`config.mk`:
```
export PLATFORM = sky130hd
export DESIGN_NAME = fetch_unit
export DESIGN_NICKNAME = d
export VERILOG_FILES = /design/src/rtl/fetch_unit.sv
export SDC_FILE = /design/constraint.sdc
export NUM_CORES = 1
export LEC_CHECK = 0
export ABC_AREA = 1
export CAP_MARGIN = 20
export CORE_ASPECT_RATIO = 2
export CORE_UTILIZATION = 50
export DETAILED_ROUTE_END_ITERATION = 12
export GPL_ROUTABILITY_DRIVEN = 0
export PLACE_DENSITY = 0.72
export SYNTH_ARGS = -nofsm -noshare
export SYNTH_HDL_FRONTEND = slang
export SYNTH_SLANG_ARGS = --single-unit
```
`constraint.sdc`:
```
create_clock -name clk -period 5.9 [get_ports clk]
set_input_delay 0.885 -clock clk [delete_from_list [all_inputs] [get_ports clk]]
set_output_delay 0.885 -clock clk [all_outputs]
set_load 0.01 [all_outputs]
```
`src/rtl/fetch_unit.sv`:
```
// fetch_unit: instruction-fetch front end.
// Program counter, in-order request/response port to instruction memory,
// a DEPTH-entry prefetch queue and a valid/ready port to decode. A redirect
// restarts fetch at an absolute target and drops every queued or in-flight
// fetch. Responses already requested when the redirect arrives are counted
// in 'discard' and thrown away as they return.
module fetch_unit #(
  parameter int              PC_W     = 16,
  parameter int              INSTR_W  = 32,
  parameter int              DEPTH    = 4,
  parameter logic [PC_W-1:0] RESET_PC = '0
) (
  input  logic               clk,
  input  logic               rst_n,
  output logic               imem_req,
  output logic [PC_W-1:0]    imem_addr,
  input  logic               imem_gnt,
  input  logic               imem_rvalid,
  input  logic [INSTR_W-1:0] imem_rdata,
  input  logic               redirect_valid,
  input  logic [PC_W-1:0]    redirect_pc,
  output logic               out_valid,
  input  logic               out_ready,
  output logic [INSTR_W-1:0] out_instr,
  output logic [PC_W-1:0]    out_pc
);

  localparam int              CW       = $clog2(DEPTH + 1);
  localparam int              PW       = (DEPTH > 1) ? $clog2(DEPTH) : 1;
  localparam logic [CW:0]     DEPTH_C  = (CW + 1)'(DEPTH);
  localparam logic [PW-1:0]   LAST_PTR = PW'(DEPTH - 1);

  logic [PC_W-1:0]    fetch_pc;
  logic [PC_W-1:0]    resp_pc;
  logic [CW-1:0]      q_count;
  logic [CW-1:0]      inflight;
  logic [CW-1:0]      discard;
  logic [PW-1:0]      head;
  logic [PW-1:0]      tail;

  logic [PC_W-1:0]    q_pc    [DEPTH];
  logic [INSTR_W-1:0] q_instr [DEPTH];

  logic               credit_ok;
  logic               grant;
  logic               push;
  logic               pop;
  logic               q_empty;
  logic               drop_resp;
  logic [CW-1:0]      inflight_after;

  // Circular-buffer pointer advance; DEPTH need not be a power of two.
  function automatic logic [PW-1:0] ptr_inc(input logic [PW-1:0] p);
    return (p == LAST_PTR) ? '0 : p + PW'(1);
  endfunction

  // Credit check, handshakes and output muxing.
  always_comb begin
    // Queued entries plus outstanding requests may never exceed DEPTH, so a
    // returning response always finds a free slot.
    credit_ok      = ({1'b0, q_count} + {1'b0, inflight}) < DEPTH_C;
    imem_req       = rst_n & ~redirect_valid & credit_ok;
    imem_addr      = fetch_pc;
    grant          = imem_req & imem_gnt;
    q_empty        = (q_count == '0);
    drop_resp      = imem_rvalid & (discard != '0);
    // A response arriving in a redirect cycle belongs to the old path.
    push           = imem_rvalid & ~redirect_valid & (discard == '0);
    out_valid      = ~q_empty & ~redirect_valid;
    pop            = out_valid & out_ready;
    out_pc         = q_empty ? '0 : q_pc[head];
    out_instr      = q_empty ? '0 : q_instr[head];
    inflight_after = inflight + CW'(grant) - CW'(imem_rvalid);
  end

  // Control state: PCs, queue pointers and the credit/discard counters.
  always_ff @(posedge clk or negedge rst_n) begin
    if (!rst_n) begin
      fetch_pc <= RESET_PC;
      resp_pc  <= RESET_PC;
      q_count  <= '0;
      inflight <= '0;
      discard  <= '0;
      head     <= '0;
      tail     <= '0;
    end else if (redirect_valid) begin
      // Everything still outstanding after this cycle is stale.
      fetch_pc <= redirect_pc;
      resp_pc  <= redirect_pc;
      q_count  <= '0;
      head     <= '0;
      tail     <= '0;
      inflight <= inflight_after;
      discard  <= inflight_after;
    end else begin
      inflight <= inflight_after;
      discard  <= discard - CW'(drop_resp);
      q_count  <= q_count + CW'(push) - CW'(pop);
      if (grant) fetch_pc <= fetch_pc + PC_W'(1);
      if (push) begin
        resp_pc <= resp_pc + PC_W'(1);
        tail    <= ptr_inc(tail);
      end
      if (pop) head <= ptr_inc(head);
    end
  end

  // Queue storage; contents are only meaningful below q_count so no reset.
  always_ff @(posedge clk) begin
    if (push) begin
      q_pc[tail]    <= resp_pc;
      q_instr[tail] <= imem_rdata;
    end
  end

endmodule
```
# Word level (Yosys, flattened, before mapping)
# Memory sizes are Yosys's and may differ from the RTL's.
# Cells that the tools add are included.
word_totals:
  register_bits: 45
  memories: 2
  ram_bits: 192
mem_list:
  columns: ["memory", "words", "word_bits", "rd", "rd_clocked_by_memory_dff", "write_ports", "line", "rtl"]
  rows:
  - ["q_instr", 4, 32, 1, 0, 1, "42", "logic [INSTR_W-1:0] q_instr [DEPTH];"]
  - ["q_pc", 4, 16, 1, 0, 1, "41", "logic [PC_W-1:0] q_pc [DEPTH];"]
classes:
  bitwise: 10
  n_mux: 16
  add_sub_neg: 10
  eq_ne: 2
  n_lt_le_gt_ge: 1
  reduce_logical: 6
op_table:
  columns: ["cell", "count"]
  rows:
  - ["2-to-1 mux 16 bit", 5]
  - ["adder 16 x 1 -> 16 bit (second input constant)", 2]
  - ["2-to-1 mux 32 bit", 1]
  - ["2-to-1 mux 2 bit", 6]
  - ["subtractor 3 x 1 -> 3 bit", 3]
  - ["bitwise AND 1 bit", 8]
  - ["adder 3 x 1 -> 3 bit", 2]
  - ["zero test 3 bit", 2]
  - ["2-to-1 mux 3 bit", 2]
  - ["nonzero test 2 bit", 3]
  - ["adder 2 x 1 -> 2 bit (second input constant)", 2]
  - ["adder 3 x 3 -> 4 bit", 1]
  - ["equality test 2 bit (second input constant)", 2]
  - ["< comparator 4 x 3 -> 1 bit (second input constant)", 1]
  - ["nonzero test 3 bit", 1]
  - ["2-to-1 mux 1 bit", 2]
  - ["NOT 1 bit", 2]

# Depth between registers and ports, before layout
logic_depth:
  depth_word: 7
  mapped_depth: 13
  depth_no_buf: 13

# Worst setup path after synthesis
# No wires, ideal clock.
synth_path:
  kind: "in2reg"
  from: "input port redirect_valid"
  to: "memory q_instr[0][0], enable pin"
  arrival_ns: 3.418
  cell_stages: 5
  required_ns: 5.446
  path_buffers: 2
  setup_slack_ns: 2.029
  path_cell_list: "inv_2 > buf_6 > nand3_1 > buf_2 > nor2_1"
synth_between:
  elab_chain_len: 5
synth_rtl:
  columns: ["item", "line", "rtl"]
  rows:
  - ["from (decl)", "20", "input logic redirect_valid,"]
  - ["NOT 1 bit", "68", "push = imem_rvalid & ~redirect_valid & (discard == '0);"]
  - ["bitwise AND 1 bit (2 in a row)", "68", null]
  - ["2-to-1 mux 1 bit", "110", "if (push) begin"]
  - ["2-to-1 mux 1 bit (implied by the code)", "112", "q_instr[tail] <= imem_rdata;"]
  - ["to (decl)", "42", null]
# No other way between the ends.

# Worst setup path in the final report
layout_path:
  from: "register head[1]"
  to: "output port out_pc[11]"
layout_between:
  elab_chain_len: 2
layout_rtl:
  columns: ["item", "line", "rtl"]
  rows:
  - ["from (decl)", "38", "logic [PW-1:0] head;"]
  - ["from (signal assigned)", "104", "if (pop) head <= ptr_inc(head);"]
  - ["memory read (4 x 16 bit)", null, null]
  - ["2-to-1 mux 16 bit", "71", "out_pc = q_empty ? '0 : q_pc[head];"]
  - ["to (decl)", "25", "output logic [PC_W-1:0] out_pc"]
# No other way between the ends.

==> out/metrics.yaml <==
outcome:
  status: "finished, final reports clean"
floorplan:
  start_util_pct: 51.0
  io_pins: 120
  core_um2: 20400
  die_height_um: 206
  dieArea_um2: 21400
  die_w_um: 104
  rows: 74
layout:
  final_common_cell: "nor2_1"
  n_antenna_cell: 0
  fillers: 1670
  nNetsFinal: 1143
  most-common-layout-cells: "nor2_1 (220), edfxtp_1 (192), clkdlybuf4s50_1 (118)"
  area_growth_pct: 19.6
  post_route_cells_drive_above_1_share_pct: 7.18
clock_network:
  cts_buffers: 20
  h-tree-depth: 1
  cts_buffer_depth: 3
  cts-resized-gates: 0
  postCtsSetupRepairBufs: 0
  clkTransAtPathRegs_ns: 0.06
  hold_buffers: 0
  cts-root-buf: "clkbuf_16"
  cts_tree: "built"
  cts_sinks: 237
  clock_latency_ns: 0.49
sta:
  finalSetupTns_ns: 0
  setup_ws_ns: 1.56
  holdWs_ns: 0.534
  max_slew.worst_pin.slew_ns: 1.02
  rsz0062_at_grt: "no"
  max_freq_ghz: 0.231
  period_share_pct: 73.5
  setup_violations: 0
  finalHoldViolCount: 0
  fin_crit_ns: 4.34
  drv_slew: 0
  slew_headroom_pct: 32.0
  fin_worst_skew_ns: 0.00877
detailed_routing:
  drc: 0
  wire_per_inst_um: 17.0
  postRouteAntennaNets: 0
  wirelength_um: 23000
  viasPerCell: 5.28
  detailedRoute.firstIterationViolations: 318
  drt-met1-wl_um: 8500
  firstDrtPassIters: 5
  via_count: 7144
  top_layer_used: "met4"
  wl_met3_um: 828
  met2_wirelength_um: 13000
setup_path:
  max_stage_delay_ns: 1.03
  reg2reg_from: "discard[0]"
  path_max_fanout: 50
  startpoint: "head[1]"
  cp.required_ns: 5.02
  endpoint: "out_pc[11]"
  path_class: "reg2out"
  r2r_cells: 4
  arrival_ns: 3.45
  startpoint_type: "register"
  r2r_end: "q_pc[1][12]"
  r2r_slack_ns: 3.02
  critPathCaptureType: "primary output"
  crit_slowest_cell: "dfrtp_2"
  crit_chain: "inv_2 > nor2_1 > o21ai_0 > a21oi_1 > clkdlybuf4s50_1"
yosys:
  synth_xor_area_share_pct: 0.675
  ys_ff_latch: 237
  syn_area_um2: 10400
  synthSimpleGateAreaFrac_pct: 17.3
  synth-main-ff-cell: "edfxtp_1"
  async_flop_share_pct: 19.0
  synth.distinct_cells: 39
  synth_top_area_share_pct: 55.5
  synth_cells: 965
  synth_top_area_cell: "edfxtp_1"
  synth_warnings: 0
  synth_compound_area_share_pct: 9.26
  ys_seq_area_share_pct: 66.4
  synthesis.nets: 1036
  synth_top_family_by_area: "simple AND/OR/NAND/NOR gates"
  synthTopCellsByArea: "edfxtp_1 (56%), dfrtp_1 (11%), nor2_1 (8.1%)"
  synthAdderAreaFrac_pct: 2.19
  synth_edf_count: 192
  avgSynthCellArea_um2: 10.8
  muxShareOfSynthArea_pct: 0
pwr:
  ir_drop_mv: 0.335
  power_density_nw_per_um2: 403
  p_leak_nw: 4.53
global_routing:
  grt_pass1_wl_um: 36200
  grt_max_degree: 99
  antenna_found_initial: 0
  gr-total-overflow: 0
  grt_pass1_vias: 7162
  track_usage_pct: 21.7
flow_run:
  maxCapViolations: 0
min_path:
  hold_path.class: "reg2reg"
place:
  pre_cts_slack_ns: 1.70
  dp_hpwl_um: 14900
  port_buffers: 119
per-stage QoR:
| stage | cell area, um^2 | util, % | cells | total power, mW |
|---|---|---|---|---|
| 3_3_place_gp | 11800 | 57.8 | 1316 | 3.75 |
| 4_1_cts | 12400 | 60.9 | 1352 | 5.05 |
| 5_1_grt | 12400 | 60.9 | 1352 | 5.28 |
| 3_5_place_dp | 11800 | 57.8 | 1316 | 3.78 |
| 6_report | 12400 | 60.9 | 1352 | 5.01 |
| 2_1_floorplan | 10400 | - | 965 | 3.04 |
synthesized netlist by cell type (2+ instances only):
| library cell | instances |
|---|---|
| o211ai_1 | 5 |
| buf_2 | 20 |
| clkbuf_1 | 10 |
| xnor2_1 | 4 |
| nor2_1 | 224 |
| or2_2 | 2 |
| nand3_1 | 37 |
| a21oi_1 | 53 |
| o21bai_1 | 3 |
| buf_6 | 3 |
| nand4_1 | 6 |
| nor2_2 | 8 |
| edfxtp_1 | 192 |
| xor2_1 | 4 |
| clkbuf_2 | 2 |
| nor3_1 | 5 |
| nor3_2 | 2 |
| nand3_2 | 3 |
| nor2_4 | 4 |
| o21ai_1 | 39 |
| buf_4 | 5 |
| fa_1 | 2 |
| dfrtp_1 | 45 |
| nand2_1 | 116 |
| nand2_4 | 4 |
| inv_2 | 4 |
| inv_1 | 49 |
| nand2_2 | 6 |
| buf_1 | 3 |
| o21ai_0 | 82 |
| ha_1 | 15 |
layer usage:
layer  vias up  track usage [%]
met5         -                0
met4         0             8.37
met3        40             2.28
met2       187             43.2
met1      3407             23.0
li1       3510                -
registers in the layout (all words and copies together) (netlist names):
| register | flops |
|---|---|
| head | 2 |
| discard | 3 |
| inflight | 3 |
| q_pc | 64 |
| imem_addr | 16 |
| q_instr | 128 |
| q_count | 3 |
| resp_pc | 16 |
| tail | 2 |
critical path: cells and delay by family (launching register included):
| kind | cells | cell delay (ns) |
|---|---|---|
| buffers and inverters | 2 | 1.26 |
| DFF | 1 | 1.03 |
| AOI/OAI and AO/OA | 2 | 0.40 |
| and+or+nand+nor | 1 | 0.25 |
how the worst min path moves through the flow:
stage,slack (ns),to,cells past startpoint,start
after floorplan,0.50,q_pc[0][8],0,resp_pc[8]
after global routing,0.56,imem_addr[13],2,imem_addr[13]
final,0.53,imem_addr[13],2,imem_addr[13]
after detailed placement,0.53,imem_addr[13],2,imem_addr[13]
after global placement,0.53,imem_addr[13],2,imem_addr[13]
after CTS,0.54,imem_addr[13],2,imem_addr[13]
layout make-up:
type,instances,area (um^2),area share (%)
clock inverters,4,50.0,0.403
clock buffers,32,587,4.73
well taps,266,333,2.68
inverters,54,205,1.65
flip-flops and latches,237,6890,55.5
repair buffers,128,1250,10.1
multi-input cells,631,3090,24.9
report_power, final:
| part | switching (mW) | total [mW] | internal (mW) |
|---|---|---|---|
| Clock | 0.555 | 1.28 | 0.729 |
| Sequential | 0.148 | 2.10 | 1.95 |
| Combinational | 0.933 | 1.62 | 0.692 |
| Total | 1.64 | 5.01 | 3.37 |
kinds of logic (layout without fill, tap and decap cells):
family | Yosys count | count (layout)
xor+xnor | 8 | 8
buf+inv | 97 | 218
compound gates | 186 | 186
fa+ha+maj | 17 | 17
simple gates | 420 | 420
flops | 237 | 237
No activity file was read; power rests on OpenSTA's default activity.
==> RTL edit: new RTL, same flow settings <==
Change the parameter `DEPTH` from 4 to 8.
--- a/src/rtl/fetch_unit.sv
+++ b/src/rtl/fetch_unit.sv
@@ -7,7 +7,7 @@
 module fetch_unit #(
   parameter int              PC_W     = 16,
   parameter int              INSTR_W  = 32,
-  parameter int              DEPTH    = 4,
+  parameter int              DEPTH    = 8,
   parameter logic [PC_W-1:0] RESET_PC = '0
 ) (
   input  logic               clk,
Check against the original RTL: not equivalent (Yosys sat finds a counterexample within 10 cycles, from zero or initial values and one cycle with rst_n low).
==> RTL edit against the unedited design <==
Area after synthesis is 77% higher; power rose by 75%; sequential cell count up 197; global-route usage up 0.83 points; fmax shrank 0.15%; non-clock buffer count rose by 15; cell area rose by 71%; first-iteration DRC count rose to 3.0 times the old value; via count increased by 74%; setup slack worse by 0.0067 ns; synthesized cell count grew 71%; wire length up 79%; critical path depth up 1; largest power group unchanged.
==> RTL edit: results (changes against the unedited design) <==
Logic synthesis
  • Ys async rst share: 11.5% (-7.5 points)
  • Area contributors post-synth: edfxtp_1, nor2_1, dfrtp_1
  • Sequential fraction of the synthesis area: 69.6% (+3.2 points)
  • Number of synthesized flops with an enable pin: 384 (+100%)
  • Most common library cells after synthesis: nor2_1, edfxtp_1, o21ai_0
  • Syn nets: 1722 (+66%)
  • Top cell type's share of synthesized area: 62.8% (+7.3 points)
  • Netlist cell types: 33 (-15%)

Finish
  • Share of post-route cells with drive strength above 1: 5.99% (-1.2 points)
  • Nets: 1816 (+59%)
  • Largest regs: q_instr (256), q_pc (128)
  • Max reg flops: 256 (+100%)

STA
  • Rel. slew slack: 27.9% (-4.1 points)
  • Clock skew: 0.0166 ns (+0.00787 ns)

Setup path
  • CP delay by family, top: flip-flops
  • CP max stage cell: dfrtp_4
  • FF-to-FF path depth: 8 (+4)
  • Worst path max stage delay: 1.10 ns (+0.07 ns)
  • Peak fanout along the critical path: 105 (+110%)

GRT
  • First-pass GRT wire length: 64300 um (+78%)
  • Pin count of the biggest net entering global routing: 194 (+96%)
  • Total track usage: 22.5% (+0.83 points)
  • Initial antenna violation count: 0 (unchanged)

CTS
  • Number of H-tree levels: 2 (+1)
  • Clk_lat worst skew: 0.54 ns (+0.05 ns)
  • CTS buffer count: 38 (+90%)

Detailed routing
  • DRT iter0 DRCs: 955 (+200%)
  • Routed len/inst: 18.6 um (+9.3%)

Power
  • Leak Pwr: 7.56 nW (+67%)
  • Worst VDD drop: 306 uV (-8.5%)
  • Sw Pwr: 2.78 mW (+70%)

Hold path
  • Hold/Removal Path Class: in -> async

Status
  • Status: finished, final reports clean
==> RTL edit: cell count changes after synthesis, sizes merged, moves of 3 or more <==
cell / before / now
a21oi: 54 / 11
buf: 31 / 42
clkbuf: 12 / 47
dfrtp: 45 / 50
edfxtp: 192 / 384
ha: 15 / 20
inv: 54 / 57
nand2: 126 / 162
nand3b: 1 / 5
nor2: 236 / 428
o21ai: 121 / 354
xor2: 4 / 7
==> RTL edit: logic make-up after synthesis <==
logic type      Yosys count  share of synthesized area (%)
buf+inv                 146                           3.66
compound gates          376                           10.4
fa+ha+maj                22                           1.58
flops                   434                           69.6
simple gates            657                           14.2
xor+xnor                 11                          0.525
==> RTL edit: routing by layer <==
metal | vias up | share of wire [%] | wire (um) | global-route usage [%]
met5 | - | 0 | 0 | 0
met1 | 6067 | 37 | 15200 | 25.0
met2 | 356 | 55 | 22800 | 42.2
met3 | 83 | 4.6 | 1890 | 2.82
li1 | 5905 | - | - | -
met4 | 0 | 3.3 | 1370 | 9.49
==> RTL edit: worst paths after layout <==
kind                       slack (ns)    startpoint            to
setup / recovery                 1.56       head[1]     out_pc[5]
hold / removal                   0.45         rst_n   inflight[2]
setup reg to reg                 3.11    discard[2]    q_pc[3][8]
hold reg to reg                  0.53  imem_addr[1]  imem_addr[1]
max in group asynchronous        4.93         rst_n       head[1]
min in group clk                 0.53  imem_addr[1]  imem_addr[1]
==> RTL edit: cell type report <==
class,count,area (um^2)
Fill cell,2916,14700
Sequential cell,434,12800
Multi-Input combinational cell,1066,4950
Timing Repair Buffer,143,1400
Clock buffer,50,1080
Tap cell,450,563
Inverter,57,216
Clock inverter,19,189
==> RTL edit: power groups by stage <==
stage	combinational, mW	clock (mW)	sequential, mW
floorplan	1.60	0	3.69
global placement	2.47	0	3.77
detailed placement	2.53	0	3.77
finish	2.52	2.52	3.71
CTS	2.55	2.57	3.71
global route	2.83	2.67	3.73
==> RTL edit: per-stage QoR <==
stage	instances	util (%)	instance area, um^2	hold WS (ns)	setup slack (ns)
after floorplan	1646	-	18400	0.499	0.690
after global placement	2150	55.4	19900	0.511	2.17
after detailed placement	2150	55.4	19900	0.515	2.16
after CTS	2219	59.0	21200	0.475	1.57
after global routing	2219	59.0	21200	0.519	1.31
final	2219	59.0	21200	0.454	1.56
==> RTL edit: worst register-to-register path: stages, from the launching register on <==
cell	delay (ns)
dfrtp_1	0.40
nor2_1	0.13
nand2_1	0.08
nor2_1	0.17
nand3_1	0.19
inv_1	0.36
nand2_1	0.27
nor3_2	0.17
buf_4	0.64
